==> src/rtl/imultf_seq_pkg.sv <==
// imultf_seq shared types: default sizes, sequencer state codes
// and the packed request record layout {tag, sign, bits, b, a}.
package imultf_pkg;

  localparam int DEF_WIDTH     = 8;
  localparam int DEF_BITS_W    = 5;
  localparam int DEF_TAG_W     = 4;
  localparam int DEF_START_TMO = 3;

  localparam logic [2:0] S_IDLE   = 3'd0;
  localparam logic [2:0] S_ISSUE  = 3'd1;
  localparam logic [2:0] S_WSTART = 3'd2;
  localparam logic [2:0] S_WDONE  = 3'd3;
  localparam logic [2:0] S_CAP    = 3'd4;

  // request record, msb..lsb: {tag, sign, bits, b, a}
  function automatic int req_w(int w, int bw, int tw);
    return tw + 1 + bw + 2 * w;
  endfunction

endpackage

==> src/rtl/imultf_seq_if.sv <==
// Command and result valid/ready streams of imultf_seq.
// master = requester/consumer side, slave = sequencer side.
interface imultf_seq_if
  import imultf_pkg::*;
#(
  parameter int WIDTH  = DEF_WIDTH,
  parameter int BITS_W = DEF_BITS_W,
  parameter int TAG_W  = DEF_TAG_W
) ();

  logic                 req_valid;
  logic                 req_ready;
  logic [WIDTH-1:0]     req_a;
  logic [WIDTH-1:0]     req_b;
  logic [BITS_W-1:0]    req_bits;
  logic                 req_sign;
  logic [TAG_W-1:0]     req_tag;

  logic                 res_valid;
  logic                 res_ready;
  logic [2*WIDTH-1:0]   res_p;
  logic [TAG_W-1:0]     res_tag;

  modport master (
    output req_valid, req_a, req_b,
    output req_bits, req_sign, req_tag,
    input  req_ready,
    input  res_valid, res_p, res_tag,
    output res_ready
  );

  modport slave (
    input  req_valid, req_a, req_b,
    input  req_bits, req_sign, req_tag,
    output req_ready,
    output res_valid, res_p, res_tag,
    input  res_ready
  );

endinterface

==> src/rtl/imultf_seq_sync_fifo2.sv <==
// sync_fifo2: two-entry register FIFO with count/full/empty.
// Ports: push/din in, pop/dout out (dout = head), async low reset.
module sync_fifo2 #(
  parameter int W = 8
) (
  input  logic         clk,
  input  logic         rst_n,
  input  logic         push,
  input  logic [W-1:0] din,
  input  logic         pop,
  output logic [W-1:0] dout,
  output logic [1:0]   count,
  output logic         full,
  output logic         empty
);

  logic [W-1:0] mem [2];
  logic         wr_ptr;
  logic         rd_ptr;
  logic         do_push;
  logic         do_pop;

  assign full    = count == 2'd2;
  assign empty   = count == 2'd0;
  assign do_push = push & ~full;
  assign do_pop  = pop & ~empty;
  assign dout    = mem[rd_ptr];

  always_ff @(posedge clk or negedge rst_n) begin
    if (!rst_n) begin
      mem[0] <= '0;
      mem[1] <= '0;
      wr_ptr <= 1'b0;
      rd_ptr <= 1'b0;
      count  <= 2'd0;
    end else begin
      if (do_push) begin
        mem[wr_ptr] <= din;
        wr_ptr      <= ~wr_ptr;
      end
      if (do_pop)
        rd_ptr <= ~rd_ptr;
      count <= count + {1'b0, do_push}
                     - {1'b0, do_pop};
    end
  end

endmodule

==> src/rtl/imultf_seq.sv <==
// imultf_seq: buffers multiply commands, issues them one at a time
// to imultf (go/busy) and returns tagged products in request order.
module imultf_seq
  import imultf_pkg::*;
#(
  parameter int WIDTH     = DEF_WIDTH,
  parameter int BITS_W    = DEF_BITS_W,
  parameter int TAG_W     = DEF_TAG_W,
  parameter int START_TMO = DEF_START_TMO
) (
  input  logic               clk,
  input  logic               arstn,
  imultf_seq_if.slave        bus,
  output logic               mul_go,
  output logic               mul_sign,
  output logic [BITS_W-1:0]  mul_bits,
  output logic [WIDTH-1:0]   mul_a,
  output logic [WIDTH-1:0]   mul_b,
  input  logic               mul_busy,
  input  logic [2*WIDTH-1:0] mul_p,
  output logic               inflight
);

  localparam int REQ_W = req_w(WIDTH, BITS_W, TAG_W);
  localparam int TMO_W = $clog2(START_TMO + 1);

  logic [REQ_W-1:0] fifo_din;
  logic [REQ_W-1:0] fifo_dout;
  logic [1:0]       fifo_cnt;
  logic             fifo_full;
  logic             fifo_empty;
  logic             push;
  logic             pop;
  logic             res_free;
  logic [2:0]       state;
  logic [TAG_W-1:0] iss_tag;
  logic [TMO_W-1:0] tmo;

  assign bus.req_ready = fifo_cnt < 2'd2;
  assign push = bus.req_valid & ~fifo_full;
  assign fifo_din = {bus.req_tag, bus.req_sign,
                     bus.req_bits, bus.req_b, bus.req_a};

  // result slot is free if empty or being drained this cycle
  assign res_free = ~bus.res_valid | bus.res_ready;
  assign pop = (state == S_IDLE) & ~fifo_empty & res_free;

  assign mul_go   = state == S_ISSUE;
  assign inflight = state != S_IDLE;

  sync_fifo2 #(.W(REQ_W)) u_fifo (
    .clk   (clk),
    .rst_n (arstn),
    .push  (push),
    .din   (fifo_din),
    .pop   (pop),
    .dout  (fifo_dout),
    .count (fifo_cnt),
    .full  (fifo_full),
    .empty (fifo_empty)
  );

  always_ff @(posedge clk or negedge arstn) begin
    if (!arstn) begin
      state    <= S_IDLE;
      tmo      <= '0;
      iss_tag  <= '0;
      mul_sign <= 1'b0;
      mul_bits <= '0;
      mul_a    <= '0;
      mul_b    <= '0;
    end else begin
      unique case (state)
        S_IDLE: if (pop) begin
          {iss_tag, mul_sign, mul_bits,
           mul_b, mul_a} <= fifo_dout;
          state <= S_ISSUE;
        end
        S_ISSUE: begin
          tmo   <= '0;
          state <= S_WSTART;
        end
        // tmo+1 cycles have passed since go; CAPTURE
        // lands START_TMO cycles after the go cycle
        S_WSTART: begin
          tmo <= tmo + 1'b1;
          if (mul_busy)
            state <= S_WDONE;
          else if (int'(tmo) + 2 >= START_TMO)
            state <= S_CAP;
        end
        S_WDONE: if (!mul_busy) state <= S_CAP;
        S_CAP:   state <= S_IDLE;
        default: state <= S_IDLE;
      endcase
    end
  end

  always_ff @(posedge clk or negedge arstn) begin
    if (!arstn) begin
      bus.res_valid <= 1'b0;
      bus.res_p     <= '0;
      bus.res_tag   <= '0;
    end else if (state == S_CAP) begin
      bus.res_valid <= 1'b1;
      bus.res_p     <= mul_p;
      bus.res_tag   <= iss_tag;
    end else if (bus.res_ready) begin
      bus.res_valid <= 1'b0;
    end
  end

endmodule

==> src/flat_wrapper.sv <==
// flat-port wrapper written by rule: the top's interface ports become plain ports
module imultf_seq_flat import imultf_pkg::*;
#(
  parameter int WIDTH     = DEF_WIDTH,
  parameter int BITS_W    = DEF_BITS_W,
  parameter int TAG_W     = DEF_TAG_W,
  parameter int START_TMO = DEF_START_TMO
)
  (clk, arstn, mul_go, mul_sign, mul_bits, mul_a, mul_b, mul_busy, mul_p, inflight, bus_req_valid, bus_req_a, bus_req_b, bus_req_bits, bus_req_sign, bus_req_tag, bus_req_ready, bus_res_valid, bus_res_p, bus_res_tag, bus_res_ready);
  imultf_seq_if #(.WIDTH(WIDTH), .BITS_W(BITS_W), .TAG_W(TAG_W)) bus_i ();
  input  logic clk;
  input  logic arstn;
  output logic mul_go;
  output logic mul_sign;
  output logic [BITS_W-1:0] mul_bits;
  output logic [WIDTH-1:0] mul_a;
  output logic [WIDTH-1:0] mul_b;
  input  logic mul_busy;
  input  logic [2*WIDTH-1:0] mul_p;
  output logic inflight;
  input wire logic [$bits(bus_i.req_valid)-1:0] bus_req_valid;
  input wire logic [$bits(bus_i.req_a)-1:0] bus_req_a;
  input wire logic [$bits(bus_i.req_b)-1:0] bus_req_b;
  input wire logic [$bits(bus_i.req_bits)-1:0] bus_req_bits;
  input wire logic [$bits(bus_i.req_sign)-1:0] bus_req_sign;
  input wire logic [$bits(bus_i.req_tag)-1:0] bus_req_tag;
  output wire logic [$bits(bus_i.req_ready)-1:0] bus_req_ready;
  output wire logic [$bits(bus_i.res_valid)-1:0] bus_res_valid;
  output wire logic [$bits(bus_i.res_p)-1:0] bus_res_p;
  output wire logic [$bits(bus_i.res_tag)-1:0] bus_res_tag;
  input wire logic [$bits(bus_i.res_ready)-1:0] bus_res_ready;
  assign bus_i.req_valid = bus_req_valid;
  assign bus_i.req_a = bus_req_a;
  assign bus_i.req_b = bus_req_b;
  assign bus_i.req_bits = bus_req_bits;
  assign bus_i.req_sign = bus_req_sign;
  assign bus_i.req_tag = bus_req_tag;
  assign bus_req_ready = bus_i.req_ready;
  assign bus_res_valid = bus_i.res_valid;
  assign bus_res_p = bus_i.res_p;
  assign bus_res_tag = bus_i.res_tag;
  assign bus_i.res_ready = bus_res_ready;
  imultf_seq #(.WIDTH(WIDTH), .BITS_W(BITS_W), .TAG_W(TAG_W), .START_TMO(START_TMO)) u_core (.clk(clk), .arstn(arstn), .bus(bus_i), .mul_go(mul_go), .mul_sign(mul_sign), .mul_bits(mul_bits), .mul_a(mul_a), .mul_b(mul_b), .mul_busy(mul_busy), .mul_p(mul_p), .inflight(inflight));
endmodule
==> config.mk <==
export PLATFORM = sky130hd
export DESIGN_NAME = imultf_seq_flat
export DESIGN_NICKNAME = d
export VERILOG_FILES = /design/src/rtl/imultf_seq_pkg.sv /design/src/rtl/imultf_seq_if.sv /design/src/rtl/imultf_seq_sync_fifo2.sv /design/src/rtl/imultf_seq.sv /design/src/flat_wrapper.sv
export SDC_FILE = /design/constraint.sdc
export NUM_CORES = 1
export LEC_CHECK = 0
export ABC_AREA = 1
export BUFFER_PORTS_ARGS = -buffer_cell sky130_fd_sc_hd__buf_4
export CORE_MARGIN = 4
export CORE_UTILIZATION = 49
export CTS_CLUSTER_SIZE = 25
export DETAILED_ROUTE_END_ITERATION = 16
export PLACE_DENSITY_LB_ADDON = 0.3
export SETUP_SLACK_MARGIN = 0.3
export SLEW_MARGIN = 20
export SYNTH_ARGS = -nofsm -noshare
export SYNTH_HDL_FRONTEND = slang
export SYNTH_SLANG_ARGS = --single-unit
==> constraint.sdc <==
create_clock -name clk -period 2.17 [get_ports clk]
set_input_delay 0.217 -clock clk [delete_from_list [all_inputs] [get_ports clk]]
set_output_delay 0.217 -clock clk [all_outputs]
set_load 0.03 [all_outputs]
Yosys cells after proc, flatten, opt, wreduce, memory -nomap -nowiden
Cells that the tools add are included.
{"block": "word_totals", "ff_bits": 108, "out_inout_bits": 46, "word_cells": 67, "input_bits": 47}
{"block": "classes", "n_bitwise": 13, "eq_ne": 8, "n_mux": 14, "n_addsub": 4, "n_reduce_logical": 8, "magnitude_cmp": 5}
{"op": "two-way mux 26 bit", "n": 4}
{"op": "bitwise mux 52 bit", "n": 1}
{"op": ">= comparator 32 x 3 -> 1 bit (second input constant)", "n": 1}
{"op": "demux 26 bit (select 1 bit)", "n": 1}
{"op": "two-way mux 3 bit", "n": 4}
{"op": "one-hot mux 3 bit (4 select lines)", "n": 1}
{"op": "equality test 3 x 2 -> 1 bit (second input constant)", "n": 2}
{"op": "AND 1 bit", "n": 5}
{"op": "NOT 1 bit", "n": 5}
{"op": ">= comparator 2 bit (second input constant)", "n": 2}
{"op": "!= test 2 bit (second input constant)", "n": 2}
{"op": "NOT 1 -> 2 bit", "n": 2}
{"op": "one-hot mux 2 bit (2 select lines)", "n": 1}
{"op": "nonzero test 2 bit", "n": 2}
{"op": "adder 2 x 2 -> 3 bit (second input constant)", "n": 1}
{"op": "equality test 3 x 1 -> 1 bit (second input constant)", "n": 1}
{"op": "equality test 3 bit (second input constant)", "n": 1}
{"op": "logical NOT 3 bit", "n": 1}
{"op": "!= test 3 x 2 -> 1 bit (second input constant)", "n": 1}
{"op": "AND reduction 3 bit", "n": 1}
{"op": "nonzero test 3 bit", "n": 1}
{"op": "adder 2 x 1 -> 2 bit", "n": 1}
{"op": "adder 2 x 1 -> 2 bit (second input constant)", "n": 1}
{"op": "equality test 2 bit (second input constant)", "n": 1}
{"op": "other kinds (8)", "n": 9}

Depth between registers and ports, before layout
{"block": "logic_depth", "word_depth": 6, "mapped_depth": 12, "depth_no_buf": 10}

By module
A second synthesis with hierarchy kept.
{"block": "hier_totals", "hier_cells": 588, "hier_area_um2": 4834.6}
{"module": "sync_fifo2", "seq_area_each_um2": 1401.3, "n_inst": 1, "cells_each": 345, "area_each_um2": 2722.6}
{"module": "imultf_seq", "seq_area_each_um2": 1301.2, "n_inst": 1, "cells_each": 243, "area_each_um2": 2112.0}

Least setup slack after synthesis
OpenSTA, ideal clock, no wires.
{"block": "synth_timing", "kind": "register to register", "from": "register u_core.state[1]", "to": "register u_core.u_fifo.count[1]", "setup_slack_ns": 0.315, "t_required_ns": 2.091, "synth_period_minus_slack_ns": 1.855, "stages_incl_launch_ff": 12, "n_path_buf": 1, "t_arrival_ns": 1.775, "path_cell_list": "dfrtp_1 -> nor2_4 -> nand2_4 -> inv_2 -> nand2_4 -> inv_4 -> buf_6 -> ha_1 -> inv_1 -> ha_1 -> xnor2_1 -> xor2_1"}
{"block": "synth_between", "elab_chain_cells": 5}
{"element": "start, declared", "line": "imultf_seq.sv:35", "rtl": "logic [2:0] state;"}
{"element": "start signal, assigned", "line": "imultf_seq.sv:65", "rtl": "state <= S_IDLE;"}
{"element": "start signal, assigned", "line": "imultf_seq.sv:77", "rtl": "state <= S_ISSUE;"}
{"element": "start signal, assigned", "line": "imultf_seq.sv:81", "rtl": "state <= S_WSTART;"}
{"element": "logical NOT 3 bit", "line": "imultf_seq.sv:46", "rtl": "assign pop = (state == S_IDLE) & ~fifo_empty & res_free;"}
{"element": "AND 1 bit (2 in a row)", "line": "imultf_seq.sv:46"}
{"element": "AND 1 bit", "line": "imultf_seq_sync_fifo2.sv:26", "rtl": "assign do_pop = pop & ~empty;"}
{"element": "net u_core.u_fifo.do_pop", "line": "imultf_seq_sync_fifo2.sv:21", "rtl": "logic do_pop;"}
{"element": "subtractor 2 x 1 -> 2 bit", "line": "imultf_seq_sync_fifo2.sv:44", "rtl": "- {1'b0, do_pop};"}
{"element": "end signal, assigned", "line": "imultf_seq_sync_fifo2.sv:43", "rtl": "count <= count + {1'b0, do_push}"}
{"element": "end, declared", "line": "imultf_seq_sync_fifo2.sv:12", "rtl": "output logic [1:0] count,"}
The timed path passes the listed nets, and every way through them passes these cells.
A chain may end at the register's enable or synchronous reset.

Final worst setup path
{"block": "layout_timing", "from": "register u_core.state[0]", "to": "register u_core.u_fifo.count[1]"}
{"block": "layout_between", "elab_chain_cells": 5}
{"element": "logical NOT 3 bit", "line": "imultf_seq.sv:46"}
{"element": "AND 1 bit (2 in a row)", "line": "imultf_seq.sv:46"}
{"element": "AND 1 bit", "line": "imultf_seq_sync_fifo2.sv:26"}
{"element": "subtractor 2 x 1 -> 2 bit", "line": "imultf_seq_sync_fifo2.sv:44"}
No other way between the ends.

==> metrics.txt <==
# TYPE chip_impl_metric gauge
chip_impl_metric{name="cp_slowest_stage_delay",unit="ns"} 0.45
chip_impl_metric{name="route.final.wire_length",unit="mm"} 9.71
chip_impl_metric{name="drt_drc_violations_left",unit=""} 0
chip_impl_metric{name="maxSlewHeadroom",unit=""} 0.635
chip_impl_metric{name="first_pass_iters",unit=""} 4
chip_impl_info{name="critical_path.slowest_cell",value="sky130_fd_sc_hd__dfrtp_2"} 1
chip_impl_info{name="cts_tree",value="built"} 1
chip_impl_info{name="setup.worst_path.class",value="register to register"} 1
chip_impl_metric{name="placed_cells",unit=""} 713
chip_impl_metric{name="cellPowerDensity",unit="mW/mm2"} 1570
chip_impl_info{name="synth_area_leaders",value="sky130_fd_sc_hd__dfrtp_1, sky130_fd_sc_hd__nand2_1, sky130_fd_sc_hd__o21ai_0"} 1
chip_impl_metric{name="clock_tree.buffer_depth",unit=""} 2
chip_impl_metric{name="areaGrowthSynthToFinish",unit="%"} 21.5
chip_impl_metric{name="antenna_diode_count",unit=""} 0
chip_impl_metric{name="placed_area",unit="mm2"} 0.00529
chip_impl_info{name="path_cells",value="nor2_4, nand2_4, inv_4, nand2_8, inv_4, ha_1, inv_1, ha_1, xnor2_1, xor2_1"} 1
chip_impl_metric{name="drt_iter0_drc",unit=""} 252
chip_impl_metric{name="drv_cap",unit=""} 0
chip_impl_info{name="critical_path.startpoint_type",value="register"} 1
chip_impl_metric{name="static_leakage",unit="nW"} 3.04
chip_impl_info{name="yosys-top-cells-count",value="sky130_fd_sc_hd__nand2_1, sky130_fd_sc_hd__dfrtp_1, sky130_fd_sc_hd__o21ai_0, sky130_fd_sc_hd__inv_1, sky130_fd_sc_hd__nand3_1"} 1
chip_impl_metric{name="grt_antenna_before_repair",unit=""} 0
chip_impl_metric{name="grt_max_degree",unit=""} 86
chip_impl_info{name="ys_dominant_reg_cell",value="sky130_fd_sc_hd__dfrtp_1"} 1
chip_impl_metric{name="final_hold_viol_count",unit=""} 0
chip_impl_metric{name="wp_data_arrival",unit="ns"} 1.99
chip_impl_metric{name="grt_first_pass_wirelength",unit="mm"} 16.5
chip_impl_metric{name="core-area",unit="mm2"} 0.00889
chip_impl_metric{name="port_buffer_count",unit=""} 92
chip_impl_metric{name="dr_total_vias",unit=""} 3568
chip_impl_metric{name="stdcell_count",unit=""} 735
chip_impl_metric{name="finalCriticalPeriod",unit="ns"} 1.71
chip_impl_metric{name="synth-async-reset-ratio",unit=""} 1.00
chip_impl_metric{name="sequential_cell_area_fraction_in_the_yosys_report",unit=""} 0.593
chip_impl_metric{name="vias_per_cell",unit=""} 4.85
chip_impl_metric{name="postSynthRegisterBits",unit=""} 108
chip_impl_metric{name="clock_skew",unit="ns"} 0.00999
chip_impl_metric{name="fp-row-count",unit=""} 34
chip_impl_metric{name="tightestPinTransition",unit="ns"} 0.547
chip_impl_metric{name="clock_h_tree_levels",unit=""} 3
chip_impl_info{name="setup.worst_path.end_class",value="register"} 1
chip_impl_metric{name="die_height",unit="um"} 104
chip_impl_info{name="setup_repair_after_global_routing_missed_its_margin",value="no"} 1
chip_impl_metric{name="synth_enable_flop_cells",unit=""} 0
chip_impl_metric{name="totalNegativeSetupSlack",unit="ns"} 0
chip_impl_metric{name="synthCells",unit=""} 532
chip_impl_metric{name="fin_area",unit="mm2"} 0.00553
chip_impl_metric{name="antenna_left",unit=""} 0
chip_impl_metric{name="final_nets",unit=""} 673
chip_impl_info{name="post-synth-top-count-cell",value="sky130_fd_sc_hd__nand2_1"} 1
chip_impl_metric{name="ir_drop",unit="mV"} 0.813
chip_impl_info{name="synth.largest_area_cell",value="sky130_fd_sc_hd__dfrtp_1"} 1
chip_impl_metric{name="wl_per_cell",unit="um"} 13.2
chip_impl_metric{name="synthDistinctLibCells",unit=""} 25
chip_impl_info{name="cts.root.buffer_cell",value="sky130_fd_sc_hd__clkbuf_8"} 1
chip_impl_metric{name="first_global_vias",unit=""} 3552
chip_impl_info{name="hp-class",value="primary input to register"} 1
chip_impl_info{name="cpLargestDelayFamily",value="flip-flops"} 1
chip_impl_metric{name="synth_nets",unit=""} 582
chip_impl_metric{name="cts.sinks",unit=""} 108
chip_impl_metric{name="required",unit="ns"} 2.45
chip_impl_metric{name="max_freq",unit="GHz"} 0.585
chip_impl_metric{name="synth_area_per_cell",unit="um2"} 8.56
chip_impl_metric{name="die_width",unit="um"} 104
chip_impl_metric{name="global_route.overflow_total",unit=""} 0
chip_impl_metric{name="ratio_of_cells_with_drive_above_1_in_the_final_layout",unit=""} 0.209
chip_impl_metric{name="layout_worst_path_cycle_share",unit=""} 0.788
chip_impl_metric{name="clk_pin_slew",unit="ns"} 0.10
chip_impl_info{name="status",value="finished, final reports clean"} 1
chip_impl_metric{name="portion_of_synthesized_cell_area_occupied_by_the_leading_cell_type",unit=""} 0.593
chip_impl_metric{name="initial_utilization",unit=""} 0.512
chip_impl_metric{name="critical_path.max_fanout",unit=""} 4
chip_impl_metric{name="dieArea",unit="mm2"} 0.0109
chip_impl_metric{name="place_hpwl",unit="mm"} 6.08
chip_impl_metric{name="yosys_warnings",unit=""} 0
chip_impl_metric{name="timing.final.setup_violations",unit=""} 0
chip_impl_metric{name="timing.critical_path.buf_inv",unit=""} 3
chip_impl_metric{name="clock_latency",unit="ns"} 0.36
chip_impl_metric{name="slew_viol_final",unit=""} 0
chip_impl_metric{name="synth_area",unit="mm2"} 0.00456
chip_impl_metric{name="groute.usage.overall",unit=""} 0.185
chip_impl_metric{name="gp_routability_congestion",unit=""} 0.758
chip_impl_metric{name="p_total",unit="mW"} 8.68
chip_impl_metric{name="ioPinCount",unit=""} 93
chip_impl_metric{name="cts-buffers-inserted",unit=""} 9
[report_power, final]
part           internal [mW]  switching (mW)
Sequential              2.95           0.502
Combinational           1.47            2.71
Clock                  0.411           0.641
[cell usage in the layout, fill, tap and decap left out, types with 3 or more instances in the layout]
cell type                    count
sky130_fd_sc_hd__nand2_1       250
sky130_fd_sc_hd__dfrtp_1       107
sky130_fd_sc_hd__buf_4         102
sky130_fd_sc_hd__o21ai_0        57
sky130_fd_sc_hd__inv_1          39
sky130_fd_sc_hd__nand3_1        20
sky130_fd_sc_hd__clkbuf_8        9
sky130_fd_sc_hd__o21ai_1         7
sky130_fd_sc_hd__nor2_1          5
sky130_fd_sc_hd__ha_1            3
sky130_fd_sc_hd__clkinvlp_4      3
[stage by stage]
step | hold WS, ns | setup slack [ns] | utilization
2_1_floorplan | -0.0786 | 0.315 | -
3_3_place_gp | 0.126 | 0.409 | 0.595
3_5_place_dp | 0.132 | 0.259 | 0.595
4_1_cts | 0.0239 | 0.340 | 0.617
5_1_grt | 0.0265 | 0.340 | 0.622
6_report | 0.0363 | 0.460 | 0.622
[layout make-up]
cell class                      count  area, um2
Clock buffer                       11        131
Fill cell                         787       3360
Inverter                           43        166
Tap cell                          108        135
Sequential cell                   108       2700
Timing Repair Buffer              104        796
Multi-Input combinational cell    357       1570
Clock inverter                      4       27.5
[what timing repair did]
action / in CTS / in global routing
cloned: 1 / 0
pin swaps: 1 / 2
endpoints found under the hold margin: 23 / 0
setup endpoints to repair: 1 / 3
resized for setup: 5 / 3
buffers inserted: 0 / 5
hold buffers: 1 / 0
[path summary, 6_finish.rpt]
check                                                  from                                end  slack (ns)  cells after the start
max                             u_core.state[0]$_DFFE_PN0P_   u_core.u_fifo.count[1]$_DFF_PN0_        0.46                     10
min                                                mul_busy        u_core.state[2]$_DFFE_PN0P_        0.04                      2
max reg2reg                     u_core.state[0]$_DFFE_PN0P_   u_core.u_fifo.count[1]$_DFF_PN0_        0.46                     10
min reg2reg                u_core.bus.res_p[11]$_DFFE_PN0P_   u_core.bus.res_p[11]$_DFFE_PN0P_        0.48                      2
max in group asynchronous                             arstn  u_core.u_fifo.mem[34]$_DFFE_PN0P_        1.15                      3
min in group asynchronous                             arstn          u_core.tmo[0]$_DFFE_PN0P_        0.28                      2
[kinds of logic (layout without fill, tap and decap cells)]
group / Yosys count / count (layout) / share of synthesized area
compound gates: 65 / 65 / 0.0717
xor+xnor: 3 / 3 / 0.00577
fa+ha+maj: 3 / 3 / 0.00824
buf+inv: 68 / 162 / 0.0681
flops: 108 / 108 / 0.593
simple gates: 285 / 286 / 0.253
[routing by layer]
layer  GRT usage  vias up  part of all wire
li1            -     1813                 -
met1       0.243     1637              0.46
met2       0.309      108              0.47
met3      0.0372       10             0.060
met4      0.0608        0            0.0098
met5           0        -                 0
[sequential cells by signal, summed over array words and instances, names as in the netlist]
name and count:
u_core.mul_sign 1, u_core.u_fifo.wr_ptr 1, u_core.iss_tag 4, u_core.bus.res_p 16, u_core.u_fifo.rd_ptr 1, u_core.u_fifo.count 2
u_core.bus.res_valid 1, u_core.tmo 2, u_core.mul_bits 5, u_core.bus.res_tag 4, u_core.state 3, u_core.mul_a 8
u_core.mul_b 8, u_core.u_fifo.mem 52
[worst reg2reg max path: cells and delay by family, from the launching register on]
kind / cells / cell delay (ns)
flip-flops: 1 / 0.45
adder cells (fa/ha/maj): 2 / 0.39
XOR/XNOR: 2 / 0.31
AND/OR/NAND/NOR: 3 / 0.26
buffers and inverters: 3 / 0.22
Power figures use the tool's default switching activity.
